**src/rtl/nibble_serial_adder_ctrl_pkg.sv**
```systemverilog
// Shared constants and FSM encoding for the nibble-serial adder sequencer.
package nibble_serial_adder_ctrl_pkg;

  localparam int NIB_W = 4;

  typedef enum logic [1:0] {
    ST_IDLE = 2'd0,
    ST_RUN  = 2'd1,
    ST_DONE = 2'd2
  } state_t;

endpackage

```
**src/rtl/ADD_t.sv**
```systemverilog
// 4-bit ripple-carry adder slice, shared across all nibbles of a wide operand.
module ADD_t (
  input  logic [3:0] a,
  input  logic [3:0] b,
  input  logic       cin,
  output logic [3:0] sum,
  output logic       cout
);

  logic [4:0] carry;

  assign carry[0] = cin;

  for (genvar gi = 0; gi < 4; gi++) begin : g_bit
    assign sum[gi]     = a[gi] ^ b[gi] ^ carry[gi];
    assign carry[gi+1] = (a[gi] & b[gi]) | (carry[gi] & (a[gi] ^ b[gi]));
  end

  assign cout = carry[4];

endmodule

```
**src/rtl/nibble_serial_adder_ctrl.sv**
```systemverilog
// Serial add/subtract of a W-bit operand pair through one shared 4-bit slice,
// LSB nibble first, with valid/ready handshakes on operands and result.
module nibble_serial_adder_ctrl
  import nibble_serial_adder_ctrl_pkg::*;
#(
  parameter int NIBBLES = 4
) (
  input  logic                   clk,
  input  logic                   rst,
  input  logic                   in_valid,
  output logic                   in_ready,
  input  logic [NIB_W*NIBBLES-1:0] in_a,
  input  logic [NIB_W*NIBBLES-1:0] in_b,
  input  logic                   in_cin,
  input  logic                   in_sub,
  output logic                   out_valid,
  input  logic                   out_ready,
  output logic [NIB_W*NIBBLES-1:0] out_sum,
  output logic                   out_cout,
  output logic                   out_ovf,
  output logic                   busy
);

  localparam int W     = NIB_W * NIBBLES;
  localparam int IDX_W = (NIBBLES > 1) ? $clog2(NIBBLES) : 1;
  localparam logic [IDX_W-1:0] IDX_LAST = IDX_W'(NIBBLES - 1);

  state_t           state_reg, state_next;
  logic [IDX_W-1:0] idx_reg;
  logic             carry_reg;
  logic [W-1:0]     a_reg, b_reg, sum_reg;
  logic [W-1:0]     sum_next;
  logic [NIB_W-1:0] slice_a, slice_b, slice_sum;
  logic             slice_cout;
  logic             ovf_next;

  ADD_t u_slice (
    .a    (slice_a),
    .b    (slice_b),
    .cin  (carry_reg),
    .sum  (slice_sum),
    .cout (slice_cout)
  );

  always_comb begin
    slice_a  = a_reg[idx_reg*NIB_W +: NIB_W];
    slice_b  = b_reg[idx_reg*NIB_W +: NIB_W];
    sum_next = sum_reg;
    sum_next[idx_reg*NIB_W +: NIB_W] = slice_sum;
    // Overflow uses the already-inverted B so subtract needs no special case.
    ovf_next = (a_reg[W-1] == b_reg[W-1]) && (sum_next[W-1] != a_reg[W-1]);
  end

  always_comb begin
    state_next = state_reg;
    unique case (state_reg)
      ST_IDLE: if (in_valid)             state_next = ST_RUN;
      ST_RUN:  if (idx_reg == IDX_LAST)  state_next = ST_DONE;
      ST_DONE: if (out_ready)            state_next = ST_IDLE;
      default:                           state_next = ST_IDLE;
    endcase
  end

  always_ff @(posedge clk or posedge rst) begin
    if (rst) begin
      state_reg <= ST_IDLE;
      idx_reg   <= '0;
      carry_reg <= 1'b0;
      a_reg     <= '0;
      b_reg     <= '0;
      sum_reg   <= '0;
      out_sum   <= '0;
      out_cout  <= 1'b0;
      out_ovf   <= 1'b0;
    end else begin
      state_reg <= state_next;
      case (state_reg)
        ST_IDLE: begin
          if (in_valid) begin
            a_reg     <= in_a;
            b_reg     <= in_sub ? ~in_b : in_b;
            carry_reg <= in_sub ? 1'b1 : in_cin;
            idx_reg   <= '0;
            sum_reg   <= '0;
          end
        end
        ST_RUN: begin
          sum_reg   <= sum_next;
          carry_reg <= slice_cout;
          // Result ports only change on the final nibble so they hold during RUN.
          if (idx_reg == IDX_LAST) begin
            out_sum  <= sum_next;
            out_cout <= slice_cout;
            out_ovf  <= ovf_next;
          end else begin
            idx_reg <= idx_reg + 1'b1;
          end
        end
        default: ;
      endcase
    end
  end

  assign in_ready  = (state_reg == ST_IDLE);
  assign busy      = (state_reg == ST_RUN);
  assign out_valid = (state_reg == ST_DONE);

endmodule

```
**config.mk**
```make
export PLATFORM = sky130hd
export DESIGN_NAME = nibble_serial_adder_ctrl
export DESIGN_NICKNAME = d
export VERILOG_FILES = /design/src/rtl/nibble_serial_adder_ctrl_pkg.sv /design/src/rtl/ADD_t.sv /design/src/rtl/nibble_serial_adder_ctrl.sv
export SDC_FILE = /design/constraint.sdc
export NUM_CORES = 1
export LEC_CHECK = 0
export CAP_MARGIN = 20
export CORE_ASPECT_RATIO = 0.7
export CORE_MARGIN = 8
export CORE_UTILIZATION = 40
export CTS_CLUSTER_SIZE = 10
export DETAILED_ROUTE_END_ITERATION = 10
export PLACE_DENSITY = 0.65
export SYNTH_ARGS = -nofsm -noshare
export SYNTH_HDL_FRONTEND = slang
export SYNTH_SLANG_ARGS = --single-unit
```
**constraint.sdc**
```tcl
create_clock -name clk -period 3.21 [get_ports clk]
set_clock_uncertainty 0.1 [all_clocks]
set_input_delay 0.4815 -clock clk [delete_from_list [all_inputs] [get_ports clk]]
set_output_delay 0.4815 -clock clk [all_outputs]
set_load 0.03 [all_outputs]
```
==> metrics, run 1 <==
final wirelength=8190 um; Routed Antenna Nets=0; max_slew headroom=0.420; Clock transition at path regs=0.05 ns; CTS Buf Count=9; Final nets=412; Clock Sinks=71; final max-slew violation count=0; Hold Violations, Final=0; Routability Congestion=0.780; crit path launch=idx_reg[0]; Via Count=around 2400; largest net degree at the start of global routing=34; RSZ-0062 raised after global routing=no; die area=0.0120 mm^2; drt via density=5.01; crit path kind=reg -> reg; DP Worst Slack=0.0796 ns; Initial Util=0.412; Worst setup EP type=flop; synthesis-to-finish area growth=28.8%; Crit path largest cell delay=0.52 ns; Clock Latency Late Sink=about 0.33 ns; die height=94.2 um; number of global-route vias before repair=between 2000 and 3000; Leak=0.00190 uW; crit path cell chain=mux4_2 -> inv_1 -> fa_1 -> inv_1 -> fa_1 -> inv_1 -> fa_1 -> inv_1 -> fa_2 -> a2111o_1 -> nand3_1; router iterations before antenna repair=4; Hold Crit Start=out_sum[0]; die width=between 100 and 150 um; Overall Global Routing Usage=0.147; CP most frequent cell=inv_1; CP bufs+invs=4; setup ws final=between 0.15 and 0.2 ns; Pwr Total=5340 uW; Cells after Synth=about 300; CTS root buffer=clkbuf_16; Hold Path Cell Cnt=2; initial antenna violation count=0; Worst Hold Class=reg -> reg; synth warn=0; Worst Setup Start Kind=flop; Critical-path top delay cell=fa_2; cell taking the most area after synthesis=dfrtp_1; synth top area cells=dfrtp_1 51%, mux2_2 5.8%, mux4_2 5.2%, a21oi_1 4.6%, xnor2_1 4.0%; final worst-path cycle share=0.949; hold_buf cts=0; 1st-iter DRT viols=around 130; synth unique cells=39; global-route wire length before repair=13800 um; final setup vio count=0; Yosys reg bits=between 70 and 80; ANT cells=0; core area=0.00848 mm^2; Least-Margin Pin Slew=0.867 ns; Seq/Total Area, Yosys=0.509; net count after synthesis=352; Longest Clk Path Bufs=2; IO buf count=58; maximum vdd ir drop=0.562 mV; Req. time, crit path=3.37 ns; Pwr Density=1190 mW/mm^2; Yosys top cell area share=0.509; CP max FO=8; num ports=59; CP Depth=11; mapped cell area=0.00349 mm^2; MaxCap Viol Count=0; crit path time final=3.05 ns; CP delay by family, top=adder cells; routed len/inst=between 15 and 20 um; CTS tree=yes; H-tree levels=3; FMAX=0.328 GHz; CP arrival=3.21 ns; DRC=0; dpl hpwl=~6000 um; Fin Setup TNS=0 ns; syn_area_per_cell=11.5 um^2; worst-case reg-to-reg path depth=11; grt ovf=0; r2r startpoint=idx_reg[0]; row cnt=28; share of cells above drive strength 1=0.171; status=completed
worst min-delay path: cells and delay by family (launching register included):
| family | cells | cell delay [ns] |
|---|---|---|
| AO/OA/AOI/OAI | 1 | 0.06 |
| AND/OR/NAND/NOR | 1 | 0.04 |
| flip-flops | 1 | 0.34 |
per-stage QoR:
stage | area [um^2] | hold WS [ns] | util | std cells
3_5_place_dp | 4160 | 0.372 | 0.491 | 471
2_1_floorplan | 3490 | 0.358 | - | 304
5_1_grt | 4500 | 0.404 | 0.531 | 488
6_report | 4500 | 0.376 | 0.531 | 488
4_1_cts | 4470 | 0.384 | 0.527 | 486
3_3_place_gp | 4160 | 0.365 | 0.491 | 471
what timing repair did:
action                                  in CTS  in global routing
resized for setup                            0                  4
buffers inserted                             0                  2
endpoints found under the setup margin       0                  6
logic make-up (layout without fill, tap and decap cells):
group / after synthesis / in the layout / synth area share
AO/OA/AOI/OAI: 74 / 74 / 0.130
multiplexers: 27 / 27 / 0.113
adder cells (fa/ha/maj): 10 / 10 / 0.0444
XOR/XNOR: 16 / 16 / 0.0401
AND/OR/NAND/NOR: 70 / 70 / 0.110
flip-flops: 71 / 71 / 0.509
buffers and inverters: 36 / 100 / 0.0548
layout make-up:
type | instances | area [um^2]
timing repair buffer | 69 | 671
tap | 120 | 150
clock buffer | 11 | 243
clock inverter | 4 | 70.1
inverter | 16 | 60.1
sequential | 71 | 1780
multi-input combinational | 197 | 1530
fill | 764 | 3980
synth_stat cells (all sizes together):
cell type,instances
and2b,1
mux2,18
nand4,1
nand3,1
xnor2,16
mux4,8
nand3b,1
nor3b,2
a2111o,1
o211ai,1
and4bb,3
nor2,21
o21ai,23
dfrtp,71
fa,4
ha,6
a32o,7
mux2i,1
o21ba,1
inv,16
nand2b,2
and3b,1
clkbuf,3
nand2,20
a21oi,32
nor2b,15
buf,17
nor4b,1
o22ai,1
and4b,1
a22o,8
power breakdown:
part | internal, uW | switching (uW) | total (uW)
Clock | 694 | 357 | 1050
Combinational | 1170 | 1590 | 2760
Sequential | 1270 | 251 | 1520
cell usage in the layout (no fill, tap or decap), drive strengths merged, types with 3 or more instances in the layout:
master / instances
a22o: 8
a21oi: 32
fa: 4
buf: 11
ha: 6
xnor2: 16
inv: 16
a32o: 7
mux2: 18
nand2: 20
nor2: 21
clkbuf: 11
and4bb: 3
o21ai: 23
dfrtp: 71
nor2b: 15
mux4: 8
clkdlybuf4s50: 58
layer usage:
metal / track usage / vias up / wire [um]
met4: 0.0404 / 0 / 48
met3: 0.0493 / 2 / 527
met1: 0.200 / 1194 / 4050
met5: 0 / - / 0
met2: 0.218 / 74 / 3560
li1: - / 1177 / -
worst paths after layout:
kind                              end  slack (ns)
setup reg to reg              out_ovf        0.16
min in group asynchronous   a_reg[15]        0.39
max in group asynchronous  out_sum[5]        1.87
hold reg to reg            out_sum[0]        0.38
hold / removal             out_sum[0]        0.38
setup / recovery              out_ovf        0.16
No activity file was read; power rests on OpenSTA's default activity.
==> run 2, diff against run 1 <==
--- a/config.mk
+++ b/config.mk
@@ -11,7 +11,6 @@
 export CORE_UTILIZATION = 40
 export CTS_CLUSTER_SIZE = 10
 export DETAILED_ROUTE_END_ITERATION = 10
-export PLACE_DENSITY = 0.65
 export SYNTH_ARGS = -nofsm -noshare
 export SYNTH_HDL_FRONTEND = slang
 export SYNTH_SLANG_ARGS = --single-unit
==> constraint.sdc (replaced) <==
create_clock -name clk -period 3.8 [get_ports clk]
set_clock_uncertainty 0.1 [all_clocks]
set_input_delay 0.57 -clock clk [delete_from_list [all_inputs] [get_ports clk]]
set_output_delay 0.57 -clock clk [all_outputs]
set_load 0.03 [all_outputs]
==> run 2 against run 1 <==
Effect of this change:
- maximum frequency shrank 5.4%
- wire length shrank 5.3%
- utilization shrank 0.37 points
- global-route usage shrank 0.77 points
- cell count shrank 1.2%
- largest cell class unchanged
- count of clock-buffer cells in the layout is the same
- sequential power shrank 14%
- setup slack gained 0.42 ns
- sequential share of layout area grew 0.25 points
- die area is the same
==> metrics, run 2 (same netlist as run 1, synthesis figures left out) <==
most common cell after layout, fill and taps aside=dfrtp_1 (unchanged); final max-slew violation count=0 (unchanged); CTS tree=yes (unchanged); setup ws final=0.580 ns (was 0.163 ns); MaxCap Viol Count=0 (unchanged); CP arrival=3.38 ns (was 3.21 ns); router iterations before antenna repair=5 (was 4); crit path kind=reg -> reg (unchanged); share of cells above drive strength 1=0.155 (was 0.171); ANT cells=0 (unchanged); Post-CTS Setup Bufs=0 (unchanged); routed len/inst=16.1 um (was 16.8 um); Least-Margin Pin Slew=0.854 ns (was 0.867 ns); initial antenna violation count=0 (unchanged); die width=128 um (unchanged); IO buf count=58 (unchanged); Hold Path End=out_sum[12] (was out_sum[0]); num ports=59 (unchanged); met2 usage=0.193 (was 0.218); dpl hpwl=5540 um (was 5990 um); FMAX=0.311 GHz (was 0.328 GHz); Initial Util=0.412 (unchanged); most frequent cells in the layout=71 x dfrtp_1, 58 x clkdlybuf4s50_1, 32 x a21oi_1 (was 70 x dfrtp_1, 58 x clkdlybuf4s50_1, 32 x a21oi_1); DP Worst Slack=0.581 ns (was 0.0796 ns); Hold Path Cell Cnt=2 (unchanged); RSZ-0062 raised after global routing=no (unchanged); crit path time final=3.22 ns (was 3.05 ns); worst hold margin=0.378 ns (was 0.376 ns); global-route wire length before repair=13100 um (was 13800 um); Clock transition at path regs=0.06 ns (was 0.05 ns); Hold Crit Start=out_sum[12] (was out_sum[0]); worst-case reg-to-reg path depth=11 (unchanged); Clock Latency Late Sink=0.33 ns (about the same); max_slew headroom=0.429 (was 0.420); Worst setup EP type=flop (unchanged); die height=94.2 um (unchanged); Longest Clk Path Bufs=2 (unchanged); hold_buf cts=0 (unchanged); synthesis-to-finish area growth=27.9% (was 28.8%); die area=0.0120 mm^2 (unchanged); reg-to-reg endpoint=out_ovf (unchanged); r2r startpoint=idx_reg[1] (was idx_reg[0]); Final nets=405 (was 412); Via Count=2414 (was 2447); met3 Usage GRT=0.0561 (was 0.0493); drt via density=5.01 (about the same); Clock Sinks=71 (unchanged); final setup vio count=0 (unchanged); Worst Setup Start Kind=flop (unchanged); H-tree levels=3 (unchanged); Overall Global Routing Usage=0.139 (was 0.147); 1st-iter DRT viols=177 (was 127); number of global-route vias before repair=2452 (was 2659); final worst-path cycle share=0.847 (was 0.949); CTS root buffer=clkbuf_16 (unchanged); met1 usage in global routing=0.194 (was 0.200); core area=0.00848 mm^2 (unchanged); final wirelength=7750 um (was 8190 um); row cnt=28 (unchanged); DRC=0 (unchanged); Finished Layout Cells=482 (was 488); post_cts resized=0 (unchanged); flop2flop setup slack=0.58 ns (was 0.16 ns); status=completed (unchanged); Hold Violations, Final=0 (unchanged); Fin Setup TNS=0 ns (unchanged); Pwr Density=974 mW/mm^2 (was 1190 mW/mm^2); Routability Congestion=0.775 (was 0.780); Worst Hold Class=reg -> reg (unchanged); Req. time, crit path=3.96 ns (was 3.37 ns); Leak=0.00187 uW (was 0.00190 uW); final core utilization=0.527 (was 0.531); placed cells=466 (was 471); Routed Antenna Nets=0 (unchanged); grt ovf=0 (unchanged); Most Used Layer, Global Route=met1 (was met2); CTS Buf Count=9 (unchanged); CP max FO=9 (was 8); maximum vdd ir drop=0.409 mV (was 0.562 mV); largest net degree at the start of global routing=72 (was 34)
## run 2: worst max-delay path, cell delays in order (launching register included)
cell      delay, ns
dfrtp_1        0.50
mux4_2         0.54
inv_1          0.09
fa_1           0.16
inv_1          0.05
fa_1           0.35
inv_1          0.07
fa_1           0.16
inv_1          0.05
fa_1           0.60
a2111o_1       0.42
nand3_1        0.07
## run 2: worst max path at each step
stage / start / end / slack, ns / cells after the start
after floorplan: idx_reg[0] / out_ovf / 0.61 / 13
after global placement: idx_reg[1] / out_ovf / 0.63 / 11
after detailed placement: idx_reg[1] / out_ovf / 0.58 / 11
after CTS: idx_reg[1] / out_ovf / 0.56 / 11
after global routing: idx_reg[1] / out_sum[11] / 0.37 / 11
final: idx_reg[1] / out_ovf / 0.58 / 11
## run 2: where the power goes
| group | leakage, uW | internal, uW | switching [uW] |
|---|---|---|---|
| registers | 0.000893 | 1070 | 226 |
| logic | 0.000822 | 859 | 1270 |
| clock network | 0.000158 | 609 | 308 |
## run 2: layout make-up
cell class / count / area (um^2)
fillers: 767 / 4010
flip-flops and latches: 71 / 1780
multi-input cells: 197 / 1520
repair buffers: 62 / 623
clock buffers: 11 / 253
well taps: 120 / 150
clock inverters: 5 / 80.1
inverters: 16 / 60.1
## run 2: metrics by stage
step | total power (uW) | instance area, um^2
2_1_floorplan | 2810 | 3490
3_3_place_gp | 3410 | 4130
3_5_place_dp | 3440 | 4130
4_1_cts | 4380 | 4470
5_1_grt | 4660 | 4470
6_report | 4350 | 4470
## run 2: metal layers
metal	up-vias	wire, um
li1	1161	-
met1	1182	3890
met2	67	3260
met3	4	542
met4	0	55
met5	-	0
